**config.mk**
```make
export PLATFORM = sky130hd
export DESIGN_NAME = ahb_bram_ctrl
export DESIGN_NICKNAME = d
export VERILOG_FILES = /design/src/rtl/ahb_bram_pkg.sv /design/src/rtl/ahb_bram_lane_dec.sv /design/src/rtl/ahb_bram_ctrl.sv
export SDC_FILE = /design/constraint.sdc
export NUM_CORES = 1
export LEC_CHECK = 0
export CAP_MARGIN = 20
export CORE_MARGIN = 3
export CORE_UTILIZATION = 30
export CTS_BUF_LIST = sky130_fd_sc_hd__clkbuf_8
export CTS_CLUSTER_DIAMETER = 50
export DETAILED_ROUTE_END_ITERATION = 16
export PLACE_DENSITY = 0.92
export SETUP_SLACK_MARGIN = 0.1
export SYNTH_ARGS = -nofsm -noshare
export SYNTH_HDL_FRONTEND = slang
export SYNTH_SLANG_ARGS = --single-unit
```
**constraint.sdc**
```tcl
create_clock -name clka -period 4.7 [get_ports clka]
set_clock_uncertainty 0.2 [all_clocks]
set_input_delay 0.94 -clock clka [delete_from_list [all_inputs] [get_ports clka]]
set_output_delay 0.94 -clock clka [all_outputs]
set_load 0.1 [all_outputs]
```
**src/rtl/ahb_bram_pkg.sv**
```systemverilog
// Shared encodings for the AHB-Lite to block-RAM bridge: FSM states and AHB field codes.
package ahb_bram_pkg;

  typedef enum logic [2:0] {
    ST_IDLE    = 3'd0,
    ST_WR_DATA = 3'd1,
    ST_RD_DATA = 3'd2,
    ST_RD_WAIT = 3'd3,
    ST_ERR1    = 3'd4,
    ST_ERR2    = 3'd5
  } state_t;

  localparam logic [1:0] HTRANS_IDLE   = 2'd0;
  localparam logic [1:0] HTRANS_BUSY   = 2'd1;
  localparam logic [1:0] HTRANS_NONSEQ = 2'd2;
  localparam logic [1:0] HTRANS_SEQ    = 2'd3;

  localparam logic [2:0] HSIZE_BYTE = 3'd0;
  localparam logic [2:0] HSIZE_HALF = 3'd1;
  localparam logic [2:0] HSIZE_WORD = 3'd2;

  localparam logic HRESP_OKAY  = 1'b0;
  localparam logic HRESP_ERROR = 1'b1;

endpackage

```
**src/rtl/ahb_bram_lane_dec.sv**
```systemverilog
// Byte-lane decoder: HSIZE + low address bits -> RAM write mask, flags unaligned/oversize transfers.
// Purely combinational; illegal transfers yield an all-zero mask.
module ahb_bram_lane_dec
  import ahb_bram_pkg::*;
(
  input  logic [2:0] hsize,
  input  logic [1:0] addr_lo,
  output logic [3:0] mask,
  output logic       illegal
);

  always_comb begin
    mask    = 4'b0000;
    illegal = 1'b0;
    case (hsize)
      HSIZE_BYTE: mask = 4'b0001 << addr_lo;
      HSIZE_HALF: begin
        if (addr_lo[0]) illegal = 1'b1;
        else            mask    = addr_lo[1] ? 4'b1100 : 4'b0011;
      end
      HSIZE_WORD: begin
        if (addr_lo != 2'b00) illegal = 1'b1;
        else                  mask    = 4'b1111;
      end
      default: illegal = 1'b1;
    endcase
  end

endmodule

```
**src/rtl/ahb_bram_ctrl.sv**
```systemverilog
// AHB-Lite subordinate onto a 1-cycle-latency block RAM port: zero-wait reads, writes posted in the data phase.
// Only stall: one wait state when a read follows a write directly (RAM port busy with the write); errors take two cycles.
module ahb_bram_ctrl
  import ahb_bram_pkg::*;
#(
  parameter int ADDR_WIDTH = 14
) (
  input  logic                  clka,
  input  logic                  rsta,
  input  logic                  HSEL,
  input  logic [31:0]           HADDR,
  input  logic [1:0]            HTRANS,
  input  logic [2:0]            HSIZE,
  input  logic                  HWRITE,
  input  logic                  HREADY,
  input  logic [31:0]           HWDATA,
  output logic                  HREADYOUT,
  output logic                  HRESP,
  output logic [31:0]           HRDATA,
  output logic [ADDR_WIDTH-1:0] addra,
  output logic [31:0]           dina,
  output logic [3:0]            wea,
  input  logic [31:0]           douta
);

  state_t                state, state_nxt;
  logic [ADDR_WIDTH-1:0] addr_q;
  logic [3:0]            mask_q;
  logic [ADDR_WIDTH-1:0] haddr_word;
  logic [3:0]            lane_mask;
  logic                  illegal;
  logic                  accept;
  logic                  take;
  logic                  unused_haddr;

  assign haddr_word   = HADDR[ADDR_WIDTH+1:2];
  assign unused_haddr = ^HADDR[31:ADDR_WIDTH+2];
  assign accept       = HSEL & HREADY & ((HTRANS == HTRANS_NONSEQ) | (HTRANS == HTRANS_SEQ));
  // RD_WAIT and ERR1 own the bus with HREADYOUT low, so nothing new is taken there.
  assign take         = accept & (state != ST_RD_WAIT) & (state != ST_ERR1);

  ahb_bram_lane_dec u_lane_dec (
    .hsize   (HSIZE),
    .addr_lo (HADDR[1:0]),
    .mask    (lane_mask),
    .illegal (illegal)
  );

  always_ff @(posedge clka) begin
    if (rsta) state <= ST_IDLE;
    else      state <= state_nxt;
  end

  // One address latch serves both the posted write and a read parked behind it.
  always_ff @(posedge clka) begin
    if (rsta) begin
      addr_q <= '0;
      mask_q <= 4'b0000;
    end else if (take) begin
      addr_q <= haddr_word;
      mask_q <= lane_mask;
    end
  end

  always_comb begin
    state_nxt = ST_IDLE;
    case (state)
      ST_RD_WAIT: state_nxt = ST_RD_DATA;
      ST_ERR1:    state_nxt = ST_ERR2;
      default: begin
        if (take) begin
          if (illegal)                  state_nxt = ST_ERR1;
          else if (HWRITE)              state_nxt = ST_WR_DATA;
          else if (state == ST_WR_DATA) state_nxt = ST_RD_WAIT;
          else                          state_nxt = ST_RD_DATA;
        end
      end
    endcase
  end

  always_comb begin
    HREADYOUT = 1'b1;
    HRESP     = HRESP_OKAY;
    HRDATA    = '0;
    wea       = 4'b0000;
    dina      = HWDATA;
    addra     = haddr_word;
    case (state)
      ST_WR_DATA: begin
        wea   = mask_q;
        addra = addr_q;
      end
      ST_RD_WAIT: begin
        HREADYOUT = 1'b0;
        addra     = addr_q;
      end
      ST_RD_DATA: HRDATA = douta;
      ST_ERR1: begin
        HREADYOUT = 1'b0;
        HRESP     = HRESP_ERROR;
      end
      ST_ERR2: HRESP = HRESP_ERROR;
      default: ;
    endcase
    // A write whose data phase meets reset must never reach the RAM.
    if (rsta) begin
      wea       = 4'b0000;
      HREADYOUT = 1'b1;
      HRESP     = HRESP_OKAY;
      HRDATA    = '0;
    end
  end

endmodule
```
==> out/results.ini <==
[clocking]
clk_pin_slew_worst_paths_ns = 0.08
h-tree-depth = 1
cts-resized-gates = 0
cts.sinks = 21
postCtsSetupBuffers = 0
clockRootBuffer = clkbuf_8
cts_buffer_depth = 2
numCtsBuffers = 3
cts_hold_buf = 0
insertion_delay_ns = 0.26
tritoncts = done

[run]
maxCapViolations = 0

[timing]
setup_viol = 0
setup_tns_ns = 0
worstMarginPinSlew_ns = 0.624
fin_crit_sh_pct = 76.0
maxSlewViolCount = 0
period_needed_ns = 3.57
fmax_mhz = 280
slew_headroom_pct = 58.4
rsz0062_at_grt = no
finalHoldViolCount = 0

[grt]
grt_pass1_vias = 1568
grt_max_degree = 33
grt_use_total_pct = 15.8
antenna_found_initial = 0
grt_pass1_wl_microns = 7830
gr-total-overflow = 0

[worst_hold_path]
min_from = mask_q[0]
holdPathStages = 2
hold_class = reg -> reg

[cells_and_area]
multi_input_area_sq_um = 882
fillCellCount = 418
regArea_sq_um = 420
layout.nets = 396
post-route-util_pct = 58.4
syn2layout_area_growth_pct = 80.4
drive_gt1_share_pct = 22.1
num_antenna_cells = 0

[setup_path]
cp_max_fo = 32
critPathMaxStageDelay_ns = 0.52
crit_path_cell_trace = clkdlybuf4s50_1 -> nor4b_2 -> buf_4 -> and2_1 -> buf_12
r2r_start = state[1]
critical_path.startpoint = rsta
ff2ff_path_depth = 5
crit_type = in -> out
slowest_stage = clkdlybuf4s50_1
cp.required_ns = 3.56
cp-end-kind = output pin
worst-endpoint-arrival_ns = 2.43
worstSetupStartpointType = primary input

[yosys]
ys.flop_type = dfxtp_1
synth_edf_count = 0
avgSynthCellArea_sq_um = 7.22
synth_cell_types = 28
synthCells = 220
ys_seq_area_share_pct = 26.5
yosys.area.top_type = dfxtp_1
synthTopCellsByArea = dfxtp_1 26%, buf_4 15%, and2_1 14%
ys_async_sr_fraction_pct = 0
synth_nets = 326
synth_top_area_share_pct = 26.5
synth-seq-cells = 21
yosys_warnings = 0
synth_area_sq_mm = 0.00159

[die]
io_pins = 190
num_rows = 25
die_area_sq_mm = 0.00621
design.core.area_sq_mm = 0.00491
dieWidth_microns = 78.8
initial_utilization_pct = 32.4
die_h_microns = 78.8

[drt]
remaining_drc_errors = 0
vias = 1618
ant_nets = 0
drtIter0Drc = 36
wire_per_inst_microns = 14.2
via_per_inst = 4.54
wl_microns = 5060
dr.pass1.iters = 4

[power_and_ir_drop]
power_density_mw_per_mm2 = 166
ir_drop_mv = 0.181
p_leak_uw = 0.00115

[placement]
gp_congestion = 0.738
place_hpwl_microns = 4250
portBuffers = 108

[run_status]
status = finished clean

## path summary, 6_finish.rpt
path	to	slack (ns)
min	mask_q[0]	0.27
min reg2reg	mask_q[0]	0.27
max reg2reg	state[0]	2.51
max	HRDATA[17]	1.13
## power by group
| group | internal (uW) | total (uW) | switching, uW | leakage [uW] |
|---|---|---|---|---|
| clock | 59.8 | 122 | 62.1 | 0.0000217 |
| combinational | 67.9 | 167 | 99.5 | 0.000962 |
| sequential | 183 | 187 | 3.59 | 0.000170 |
| total | 311 | 476 | 165 | 0.00115 |
## cells in the mapped netlist (2+ instances only)
cell type  count
o21ai_0        3
nand3_1        3
nand2_1       44
buf_2          3
nor4b_1        2
mux2i_1       15
clkbuf_1      11
and2_1        36
dfxtp_1       21
a21oi_1        8
nor2_1        18
nor3b_1        2
buf_4         32
nand2b_1       8
## state kept, by name (all words and copies together), names as in the netlist
signal,flops
addr_q,14
mask_q,4
state,3
## per-layer routing
metal  track usage, %  vias up  wire, microns
met5                0        -              0
met4             4.20        0             46
met3             4.31       16            398
met2             31.0       71           2820
met1             16.2      722           1790
li1                 -      809              -
## per-stage QoR
stage          total power, uW  hold WS [ns]  cells  instance area [sq um]  worst slack [ns]
2_1_floorplan              416         0.241    220                   1590             0.256
3_3_place_gp               356         0.256    352                   2820              1.14
3_5_place_dp               359         0.261    352                   2820              1.11
4_1_cts                    481         0.276    356                   2870              1.11
5_1_grt                    499         0.302    356                   2870             0.977
6_report                   476         0.270    356                   2870              1.13
## worst max-delay path: cells and delay by family
kind                   cells  cell delay [ns]
buffers and inverters      3             0.99
AND/OR/NAND/NOR            2             0.48
## logic make-up after synthesis
group / count (synthesis) / share of synthesized area, %
xor+xnor: 1 / 0.551
simple gates: 119 / 37.9
buf+inv: 47 / 18.9
mux: 15 / 9.45
flops: 21 / 26.5
compound gates: 17 / 6.77
## placed cells by master (no fill, tap or decap), drive strengths merged, types with 8 or more instances in the layout
cell / count
clkdlybuf4s50: 56
buf: 56
nand2: 44
and2: 36
dfxtp: 21
nor2: 18
mux2i: 15
nand2b: 8
a21oi: 8
## final cells by class
| class | count | share of cell area [%] |
|---|---|---|
| clock inverters | 1 | 0.262 |
| clock buffers | 3 | 1.44 |
| well taps | 67 | 2.92 |
| repair buffers | 112 | 49.9 |
| flip-flops and latches | 21 | 14.7 |
| multi-input cells | 152 | 30.8 |
No activity file was read; power rests on OpenSTA's default activity.
